<file path="src/rtl/uart_tx_arbiter.sv">
// Packet-locked round-robin arbiter that shares one uart_tx byte transmitter
// among NREQ requesters, with an idle watchdog that revokes a stalled grant.
module uart_tx_arbiter #(
    parameter int unsigned NREQ         = 4,
    parameter int unsigned IDLE_TIMEOUT = 1024
) (
    input  logic                 clk,
    input  logic                 resetn,
    input  logic [NREQ-1:0]      req_valid,
    input  logic [8*NREQ-1:0]    req_data,
    input  logic [NREQ-1:0]      req_last,
    output logic [NREQ-1:0]      req_ready,
    output logic                 tx_data_we,
    output logic [7:0]           tx_data,
    input  logic                 tx_data_wait,
    output logic                 grant_valid,
    output logic [2:0]           grant_id,
    output logic                 timeout_err
);

    localparam int unsigned CNT_W  = (IDLE_TIMEOUT > 1) ? $clog2(IDLE_TIMEOUT) : 1;
    localparam int unsigned BYTE_W = 8;

    typedef enum logic {
        S_IDLE   = 1'b0,
        S_LOCKED = 1'b1
    } state_t;

    state_t             state;
    logic [2:0]         rr_ptr;
    logic [CNT_W-1:0]   idle_cnt;

    logic               pick_found;
    logic [2:0]         pick_id;
    logic [3:0]         best_off;
    logic [3:0]         off;
    logic               hold_valid;
    logic               hold_last;
    logic [BYTE_W-1:0]  hold_data;
    logic               locked;
    logic               accept;
    logic [2:0]         next_ptr;

    // Arbitration picks the valid requester at the smallest distance past rr_ptr.
    always_comb begin
        pick_found = 1'b0;
        pick_id    = 3'd0;
        best_off   = 4'(NREQ);
        off        = 4'd0;
        for (int i = 0; i < int'(NREQ); i++) begin
            off = (3'(i) >= rr_ptr) ? 4'(i) - {1'b0, rr_ptr}
                                    : 4'(i + int'(NREQ)) - {1'b0, rr_ptr};
            if (req_valid[i] && (off < best_off)) begin
                best_off   = off;
                pick_id    = 3'(i);
                pick_found = 1'b1;
            end
        end
    end

    // Holder path; outputs are gated by resetn so the transmitter is released at once.
    always_comb begin
        hold_valid = 1'b0;
        hold_last  = 1'b0;
        hold_data  = '0;
        req_ready  = '0;
        for (int i = 0; i < int'(NREQ); i++) begin
            if (grant_id == 3'(i)) begin
                hold_valid = req_valid[i];
                hold_last  = req_last[i];
                hold_data  = req_data[BYTE_W*i +: BYTE_W];
            end
        end
        locked     = resetn && (state == S_LOCKED);
        tx_data_we = locked && hold_valid;
        tx_data    = tx_data_we ? hold_data : 8'h00;
        accept     = tx_data_we && !tx_data_wait;
        for (int i = 0; i < int'(NREQ); i++) begin
            req_ready[i] = accept && (grant_id == 3'(i));
        end
        next_ptr = (grant_id == 3'(NREQ - 1)) ? 3'd0 : grant_id + 3'd1;
    end

    assign grant_valid = (state == S_LOCKED);

    always_ff @(posedge clk) begin
        if (!resetn) begin
            state       <= S_IDLE;
            rr_ptr      <= 3'd0;
            grant_id    <= 3'd0;
            idle_cnt    <= '0;
            timeout_err <= 1'b0;
        end else begin
            timeout_err <= 1'b0;
            case (state)
                S_IDLE: begin
                    if (pick_found) begin
                        state    <= S_LOCKED;
                        grant_id <= pick_id;
                        idle_cnt <= '0;
                    end
                end
                S_LOCKED: begin
                    if (accept && hold_last) begin
                        state    <= S_IDLE;
                        grant_id <= 3'd0;
                        rr_ptr   <= next_ptr;
                        idle_cnt <= '0;
                    end else if (hold_valid) begin
                        // Busy transmitter or accepted byte both count as activity.
                        idle_cnt <= '0;
                    end else if (idle_cnt == CNT_W'(IDLE_TIMEOUT - 1)) begin
                        state       <= S_IDLE;
                        grant_id    <= 3'd0;
                        rr_ptr      <= next_ptr;
                        idle_cnt    <= '0;
                        timeout_err <= 1'b1;
                    end else begin
                        idle_cnt <= idle_cnt + CNT_W'(1);
                    end
                end
                default: state <= S_IDLE;
            endcase
        end
    end

endmodule

</file>
<file path="config.mk">
export PLATFORM = sky130hd
export DESIGN_NAME = uart_tx_arbiter
export DESIGN_NICKNAME = d
export VERILOG_FILES = /design/src/rtl/uart_tx_arbiter.sv
export SDC_FILE = /design/constraint.sdc
export NUM_CORES = 1
export LEC_CHECK = 0
export ABC_CLOCK_PERIOD_IN_PS = 7200
export BUFFER_PORTS_ARGS = -buffer_cell sky130_fd_sc_hd__buf_2
export CAP_MARGIN = 15
export CORE_MARGIN = 4
export CORE_UTILIZATION = 52
export CTS_CLUSTER_DIAMETER = 60
export DETAILED_ROUTE_END_ITERATION = 10
export GPL_TIMING_DRIVEN = 1
export PLACE_DENSITY_LB_ADDON = 0.05
export SLEW_MARGIN = 10
export SYNTH_ARGS = -nofsm -noshare
export SYNTH_HDL_FRONTEND = slang
export SYNTH_SLANG_ARGS = --single-unit
</file>
<file path="constraint.sdc">
create_clock -name clk -period 7.2 [get_ports clk]
set_input_delay 0.36 -clock clk [delete_from_list [all_inputs] [get_ports clk]]
set_output_delay 0.36 -clock clk [all_outputs]
set_load 0.05 [all_outputs]
</file>
**Yosys cells after proc, flatten, opt, wreduce, memory -nomap -nowiden**

Cells that the tools add are included.

- Flip-flop bits (word level): 18
- Input port bits: 43
- Output and inout port bits: 18
- Logic and storage cells: 98

- Add/subtract/negate cells: 10
- Order comparisons: 8
- Eq/ne operators: 8
- Mux-type cells: 47
- Bitwise operators: 2
- Reduce and logical (&&, ||, !) cells: 18

Operator list:

| operator | count |
|---|---|
| 10-bit 2-to-1 mux | 4 |
| 8-bit 2-to-1 mux | 5 |
| 3-bit 2-to-1 mux | 10 |
| 4-bit 2-to-1 mux | 7 |
| 10-bit case mux with 2 select lines | 1 |
| 1-bit 2-to-1 mux | 18 |
| 3-bit by 3-bit subtractor with 4-bit output (first input constant) | 4 |
| 1-bit logical AND | 12 |
| 4-bit less-than comparator | 3 |
| 10-bit by 1-bit adder with 10-bit output (second input constant) | 1 |
| 10-bit == test (second input constant) | 1 |
| 1-bit by 3-bit subtractor with 4-bit output (first input constant) | 2 |
| 2-bit by 3-bit subtractor with 4-bit output (first input constant) | 2 |
| 3-bit by 2-bit == test with 1-bit output (second input constant) | 2 |
| 1-bit by 3-bit >= comparator with 1-bit output (first input constant) | 2 |
| 2-bit by 3-bit >= comparator with 1-bit output (first input constant) | 2 |
| 3-bit case mux with 2 select lines | 1 |
| 3-bit AND reduction | 2 |
| 4-bit by 3-bit less-than comparator with 1-bit output (second input constant) | 1 |
| 4-bit OR reduction | 1 |
| 3-bit by 1-bit adder with 3-bit output (second input constant) | 1 |
| 3-bit by 1-bit == test with 1-bit output (second input constant) | 1 |
| 3-bit zero test | 1 |
| 3-bit by 1-bit != test with 1-bit output (second input constant) | 1 |
| other kinds (7) | 8 |

**Logic depth before layout (Yosys ltp)**

Gate-level depths: netlist (run 1).

- Depth after elaboration: 16
- Depth in mapped cells: 19
- Gate-level depth less buffers: 19

**Least setup slack after synthesis (run 1)**

OpenSTA, ideal clock, no wires.

- Path type: flip-flop to flip-flop
- Start point: reg rr_ptr[1]
- End point: reg grant_id[1]
- Arrival time: 3955 ps
- Required time: 7056 ps
- Slack: 3100 ps
- Cell stages (with the launch flop): 19
- Path buffers: 0
- Period minus slack after synthesis: 4100 ps
- Cell sequence: dfxtp_1 -> inv_1 -> ha_1 -> and2_0 -> ha_1 -> nand2b_1 -> a2111oi_2 -> o21ai_0 -> o31a_1 -> ha_1 -> o211ai_1 -> o31ai_1 -> mux2_2 -> ha_1 -> nor2_1 -> a41oi_1 -> o211ai_1 -> o2111ai_1 -> o221ai_1

- Cells in the longest elaborated chain, start to end: 16
- Elaborated cells on any way between the ends: 37
- Classes of those cells: add/sub (8); order compare (8); eq/ne (1); mux (15); reduce/logical (5)

Ends and longest elaborated chain:

| what | RTL line | RTL |
|---|---|---|
| start, declared | 30 | `logic [2:0] rr_ptr;` |
| start signal, assigned | 107 | `rr_ptr <= next_ptr;` |
| start signal, assigned | 115 | `rr_ptr <= next_ptr;` |
| 3-bit by 3-bit subtractor with 4-bit output (tied with other cells) | 52 | `: 4'(i + int'(NREQ)) - {1'b0, rr_ptr};` |
| 4-bit 2-to-1 mux | 51 | `off = (3'(i) >= rr_ptr) ? 4'(i) - {1'b0, rr_ptr}` |
| 4-bit by 3-bit less-than comparator with 1-bit output | 53 | `if (req_valid[i] && (off < best_off)) begin` |
| 1-bit logical AND | 53 |  |
| 4-bit 2-to-1 mux | 53 |  |
| 4-bit less-than comparator | 53 |  |
| 1-bit logical AND | 53 |  |
| 4-bit 2-to-1 mux | 53 |  |
| 4-bit less-than comparator | 53 |  |
| 1-bit logical AND | 53 |  |
| 4-bit 2-to-1 mux | 53 |  |
| 4-bit less-than comparator | 53 |  |
| 1-bit logical AND | 53 |  |
| 3-bit 2-to-1 mux or 1-bit 2-to-1 mux (tied branches) | 53 |  |
| 3-bit 2-to-1 mux or 2-bit != test (tied branches) | - |  |
| 3-bit case mux with 2 select lines or 3-bit AND reduction (tied branches) | - |  |
| end signal, assigned | 99 | `grant_id <= pick_id;` |
| end, declared | 17 | `output logic [2:0] grant_id,` |

Parallel ways exist; a longest one is shown, timed or not. The select of a mux whose other input is x is not followed.
A chain may end at the register's enable or synchronous reset.

**Worst setup path in the final report (run 1)**

Ends and elaborated chain as after synthesis.

==> impl_metrics.env, run 1 <==
export IMPL_dieHeight_um=63.22
export IMPL_status="complete, no violations"
export IMPL_io_buffers=59
export IMPL_critPathRequiredTime_ns=7.37
export IMPL_yosysSeqAreaShare=0.2021
export IMPL_layout_worst_path_cycle_share=0.6462
export IMPL_ant_nets=0
export IMPL_post_cts_buffers=0
export IMPL_clock_sinks=16
export IMPL_htreeDepth=1
export IMPL_cp_arrival_ns=4.82
export IMPL_antenna_cells=0
export IMPL_placed_area_sq_mm=0.001882
export IMPL_worstHoldPathCells=2
export IMPL_ys_ff_latch=16
export IMPL_cp_depth=18
export IMPL_grt_pass1_vias=1645
export IMPL_max_freq_ghz=0.2149
export IMPL_finalNetCount=329
export IMPL_rsz0062_at_grt="false"
export IMPL_r2r_start="rr_ptr[1]"
export IMPL_synthCells=216
export IMPL_fin_util=0.6780
export IMPL_synth_most_common_cell="a21oi_1"
export IMPL_netlist_area_sq_mm=0.001585
export IMPL_cp_top_family="compound AO/OA/AOI/OAI gates"
export IMPL_stdcell_area_sq_mm=0.001918
export IMPL_grt_first_pass_wirelength_um=7417
export IMPL_worst_slew_pin_slew_ns=0.7848
export IMPL_synth_commonest_cells="21 x a21oi_1, 18 x nand2_1, 17 x nor2_1"
export IMPL_synth_edff_count=0
export IMPL_start_util=0.5604
export IMPL_slowest_stage="a2111oi_2"
export IMPL_slew_violations=0
export IMPL_hp_class="input pin to register"
export IMPL_cap_viol_max_count=0
export IMPL_fp_dieW_um=63.22
export IMPL_clock_skew_ns=0.008120
export IMPL_setup_viol_count_final=0
export IMPL_synth_top_area_share=0.2021
export IMPL_grt_overflow=0
export IMPL_detailed_place_hpwl_um=3330
export IMPL_clock_latency_ns=0.31
export IMPL_grt_max_degree=24
export IMPL_vias=1788
export IMPL_worstSetupEndpointType="register"
export IMPL_tns_ns=0
export IMPL_cts_resized_gates=0
export IMPL_drive_gt1_frac=0.2583
export IMPL_period_needed_ns=4.652
export IMPL_drc=0
export IMPL_viasPerCell=5.921
export IMPL_crit_chain="inv_1 -> ha_1 -> and2_0 -> ha_1 -> nand2b_1 -> a2111oi_2 -> o21ai_0 -> o31a_1 -> ha_1 -> o211ai_1 -> o31ai_1 -> mux2_2 -> ha_1 -> nor2_1 -> a41oi_1 -> o211ai_1 -> o2111ai_1 -> o221ai_1"
export IMPL_num_io_pins=61
export IMPL_synth_flop_cell="dfxtp_1"
export IMPL_hold_violations=0
export IMPL_hold_worst_slack_ns=0.3904
export IMPL_antenna_found_initial=0
export IMPL_ir_worst_vdd_v=0.0001062
export IMPL_cp_common_cell="ha_1"
export IMPL_rows=19
export IMPL_die_area_sq_mm=0.003996
export IMPL_synth_distinct_cells=52
export IMPL_cts_clk_slew_worst_paths_ns=0.10
export IMPL_async_flop_share=0
export IMPL_root_buffer="clkbuf_4"
export IMPL_grt_total_usage=0.2209
export IMPL_r2r_cells=18
export IMPL_synth_top_cells_by_area="dfxtp_1 20%, ha_1 11%, a21oi_1 6.6%"
export IMPL_critPathLaunch="rr_ptr[1]"
export IMPL_cts_tree="built"
export IMPL_ff2ff_setup_slack_ns=2.55
export IMPL_hold_start="resetn"
export IMPL_syn_to_final_growth_pct=20.99
export IMPL_relSlewSlack=0.4768
export IMPL_firstDrtPassIters=4
export IMPL_hold_buffers=0
export IMPL_gp_congestion=0.8573
export IMPL_powerDensity_mw_per_mm2=139.4
export IMPL_leakage_nw=0.8688
export IMPL_cts_inserted_buffers=3
export IMPL_yosys_area_top_type="dfxtp_1"
export IMPL_drtIter0Drc=96
export IMPL_drt_total_wl_um=4322
export IMPL_synth_avg_cell_area_sq_um=7.339
export IMPL_cpPeakStageDelay_ns=0.53
export IMPL_clockBufferDepth=2
export IMPL_routedWlPerCell_um=14.31
export IMPL_yosys_warnings=0
export IMPL_cp_max_fo=7
export IMPL_path_class="register to register"
export IMPL_startpoint_type="register"
export IMPL_crit_buf_inv=1
export IMPL_coreArea_sq_mm=0.002829
## state kept, by name, indices dropped and copies added, names as in the netlist
| register | cells |
|---|---|
| rr_ptr | 2 |
| idle_cnt | 10 |
| grant_valid | 1 |
| grant_id | 2 |
| timeout_err | 1 |
## cell type report
cell class,count,area [sq um]
clock buffers,4,36.28
fillers,236,910.9
inverters,12,45.04
multi-input cells,180,1182
flip-flops and latches,16,320.3
well taps,31,38.79
repair buffers,59,295.3
## layer usage
layer	part of all wire	vias to the layer above	wire, um	track usage
met5	0	-	0	0
li1	-	914	-	-
met1	0.44	788	1903	0.2834
met3	0.10	6	444	0.05684
met2	0.44	80	1920	0.3557
met4	0.013	0	55	0.08086
## placed cells by master (no fill, tap or decap), types with 4 or more instances in the layout
cell type / synthesis / final
inv_1: 11 / 11
nand3_1: 9 / 9
o21ai_0: 5 / 5
dfxtp_1: 16 / 16
a21oi_1: 21 / 21
nand2_1: 18 / 18
o211ai_1: 4 / 4
nor3_1: 10 / 10
ha_1: 14 / 14
nor2_1: 17 / 17
nor2b_1: 12 / 12
buf_2: 3 / 59
conb_1: 2 / 5
a221oi_1: 8 / 8
a31oi_1: 4 / 4
and2_1: 4 / 4
## worst paths after layout
check | to
setup / recovery | grant_id[1]
hold reg to reg | idle_cnt[7]
setup reg to reg | grant_id[1]
hold / removal | idle_cnt[9]
## power breakdown
part | leakage, nW | internal (mW) | switching (mW)
registers | 0.130 | 0.0912 | 0.00443
clock network | 0.0210 | 0.0309 | 0.0322
logic | 0.718 | 0.0413 | 0.0674
## through the flow
stage | setup slack [ns] | total power, mW | std cells
after CTS | 2.605 | 0.2691 | 302
final | 2.548 | 0.2674 | 302
after global placement | 2.754 | 0.2037 | 298
after global routing | 2.238 | 0.2878 | 302
after detailed placement | 2.642 | 0.2054 | 298
after floorplan | 3.100 | 0.1765 | 219
## worst reg2reg max path: cells and delay by family (launching register included)
| kind | cells | cell delay, ns |
|---|---|---|
| muxes | 1 | 0.40 |
| DFF | 1 | 0.43 |
| adders and majority gates | 4 | 0.96 |
| buffers and inverters | 1 | 0.11 |
| AOI/OAI and AO/OA | 9 | 2.11 |
| and+or+nand+nor | 3 | 0.53 |
## kinds of logic after synthesis
logic type	count (synthesis)	share of synthesized area
other	2	0.004737
DFF	16	0.2021
adders and majority gates	14	0.1105
AOI/OAI and AO/OA	71	0.3268
muxes	1	0.007103
buffers and inverters	23	0.05919
and+or+nand+nor	89	0.2897
Note: power is estimated with default switching activity, not from simulation.
==> inputs of run 2 (changes only) <==
Settings changed: ABC_AREA set to 1, ABC_CLOCK_PERIOD_IN_PS 7200 to 4600, CORE_UTILIZATION 52 to 49.
Clock period 7.2 ns to 4.6 ns, I/O delays scaled along.
==> impl_metrics.env, run 2 <==
export IMPL_drtIter0Drc=72
export IMPL_drive_gt1_frac=0.2754
export IMPL_firstDrtPassIters=4
export IMPL_root_buffer="clkbuf_4"
export IMPL_ant_nets=0
export IMPL_rows=20
export IMPL_multiInputGateArea_sq_mm=0.001100
export IMPL_layout_worst_path_cycle_share=0.7911
export IMPL_cp_common_cell="nand2_1"
export IMPL_antenna_cells=0
export IMPL_critPathLaunch="rr_ptr[1]"
export IMPL_clock_sinks=16
export IMPL_netlist_area_sq_mm=0.001577
export IMPL_worstSetupEndpointType="register"
export IMPL_powerDensity_mw_per_mm2=207.5
export IMPL_rsz0062_at_grt="false"
export IMPL_ir_worst_vdd_v=0.0001535
export IMPL_finalNetCount=363
export IMPL_crit_buf_inv=4
export IMPL_r2r_start="rr_ptr[1]"
export IMPL_period_needed_ns=3.639
export IMPL_routedWlPerCell_um=11.62
export IMPL_worst_slew_pin_slew_ns=0.6106
export IMPL_layout_commonest_cell="buf_2"
export IMPL_synth_most_common_cell="nand2_1"
export IMPL_drt_total_wl_um=4055
export IMPL_viasPerCell=5.000
export IMPL_setup_viol_count_final=0
export IMPL_synth_distinct_cells=32
export IMPL_grt_overflow=0
export IMPL_hold_violations=0
export IMPL_syn_to_final_growth_pct=22.70
export IMPL_combinationalPowerShare=0.392
export IMPL_detailed_place_hpwl_um=3258
export IMPL_cap_viol_max_count=0
export IMPL_slowest_stage="dfxtp_1"
export IMPL_cts_inserted_buffers=3
export IMPL_ff2ff_setup_slack_ns=0.96
export IMPL_top_register="idle_cnt"
export IMPL_cp_depth=29
export IMPL_cts_resized_gates=0
export IMPL_dieHeight_um=64.72
export IMPL_placed_area_sq_mm=0.001898
export IMPL_grt_total_usage=0.1939
export IMPL_synth_avg_cell_area_sq_um=6.409
export IMPL_status="complete, no violations"
export IMPL_slew_violations=0
export IMPL_grt_first_pass_wirelength_um=6644
export IMPL_cp_arrival_ns=3.86
export IMPL_fp_dieW_um=64.72
export IMPL_max_freq_ghz=0.2748
export IMPL_grt_max_degree=18
export IMPL_regArea_sq_um=320.3
export IMPL_r2r_end="idle_cnt[6]"
export IMPL_yosys_area_top_type="dfxtp_1"
export IMPL_yosys_warnings=0
export IMPL_tns_ns=0
export IMPL_cp_top_family="simple AND/OR/NAND/NOR gates"
export IMPL_synth_top_cells_by_area="dfxtp_1 20%, nand2_1 14%, ha_1 11%"
export IMPL_critPathRequiredTime_ns=4.82
export IMPL_vias=1745
export IMPL_cts_clk_slew_worst_paths_ns=0.10
export IMPL_clock_skew_ns=0.002285
export IMPL_num_io_pins=61
export IMPL_coreArea_sq_mm=0.003078
export IMPL_clock_latency_ns=0.29
export IMPL_hold_buffers=0
export IMPL_nFillCells=314
export IMPL_grt_pass1_vias=1521
export IMPL_clockBufferDepth=2
export IMPL_ys_ff_latch=16
export IMPL_r2r_cells=29
export IMPL_p_seq_frac=0.372
export IMPL_synthCells=246
export IMPL_relSlewSlack=0.5929
export IMPL_die_area_sq_mm=0.004189
export IMPL_start_util=0.5122
export IMPL_post_cts_buffers=0
export IMPL_swShare=0.3900
export IMPL_largest_register_ffs=10
export IMPL_power_switching_mw=0.1565
export IMPL_async_flop_share=0
export IMPL_gp_congestion=0.7904
export IMPL_cpPeakStageDelay_ns=0.42
export IMPL_cp_max_fo=10
export IMPL_layout_common_cells="59 x buf_2, 57 x nand2_1, 29 x inv_1, 29 x a21oi_1, 22 x nor2_1"
export IMPL_stdcell_area_sq_mm=0.001934
export IMPL_synth_commonest_cells="57 x nand2_1, 29 x a21oi_1, 29 x inv_1"
export IMPL_startpoint_type="register"
export IMPL_path_class="register to register"
export IMPL_synth_edff_count=0
export IMPL_io_buffers=59
export IMPL_reg_largest_list="idle_cnt (10), grant_id (2), rr_ptr (2)"
export IMPL_internal_power_mw=0.2448
export IMPL_synth_flop_cell="dfxtp_1"
export IMPL_crit_end="idle_cnt[6]"
export IMPL_drc=0
export IMPL_synth_top_area_share=0.2032
export IMPL_clock_power_share=0.236
export IMPL_hp_class="input pin to register"
export IMPL_yosysSeqAreaShare=0.2032
export IMPL_htreeDepth=1
export IMPL_antenna_found_initial=0
export IMPL_cts_tree="built"
export IMPL_leakage_nw=1.012
==> run 2: how the worst min path moves through the flow <==
stage | start | depth (start not counted) | slack, ns | to
floorplan | resetn | 2 | 0.36 | grant_valid
CTS | resetn | 3 | 0.17 | grant_valid
detailed placement | idle_cnt[7] | 2 | 0.46 | idle_cnt[7]
global placement | idle_cnt[7] | 2 | 0.45 | idle_cnt[7]
global route | resetn | 3 | 0.21 | idle_cnt[0]
finish | resetn | 3 | 0.19 | grant_valid
==> run 2: cell families (layout without fill, tap and decap cells) <==
group                    Yosys count  in the layout  synth area share
AO/OA/AOI/OAI                     61             61            0.2333
XOR/XNOR                           3              3           0.01667
adder cells (fa/ha/maj)           14             14            0.1111
buffers and inverters             41             97            0.1063
flip-flops                        16             16            0.2032
other                              2              5          0.004764
AND/OR/NAND/NOR                  109            109            0.3246
==> run 2: worst min-delay path, delay by kind of cell <==
kind | cells | cell delay (ns)
buf+inv | 2 | 0.15
simple gates | 1 | 0.07
==> run 2: cell type report <==
type | instances | share of cell area
Tap cell | 44 | 0.02846
Sequential cell | 16 | 0.1656
Inverter | 34 | 0.06598
Clock buffer | 4 | 0.01876
Timing Repair Buffer | 59 | 0.1527
Multi-Input combinational cell | 192 | 0.5686
==> run 2: routing by layer <==
metal  up-vias  track usage  part of all wire
met5         -            0                 0
met1       759       0.2598              0.48
met4         0      0.01583                 0
li1        926            -                 -
met3         0      0.04333             0.071
met2        60       0.3295              0.45
==> run 2: power by group through the flow <==
stage / Sequential, mW / Combinational [mW] / Clock [mW]
after floorplan: 0.159 / 0.108 / 0
after global placement: 0.152 / 0.155 / 0
after detailed placement: 0.152 / 0.156 / 0
after CTS: 0.149 / 0.157 / 0.0969
after global routing: 0.150 / 0.175 / 0.104
final: 0.149 / 0.157 / 0.0948
==> run 2: through the flow <==
step	util	power (mW)	cells	setup WS, ns	hold slack, ns
final	0.6285	0.4013	349	0.9609	0.1862
after global routing	0.6285	0.4292	349	0.6170	0.2098
after CTS	0.6285	0.4031	349	0.9592	0.1724
after detailed placement	0.6167	0.3087	345	0.9727	0.4612
after global placement	0.6167	0.3072	345	1.017	0.4494
after floorplan	-	0.2672	249	0.9381	0.3558
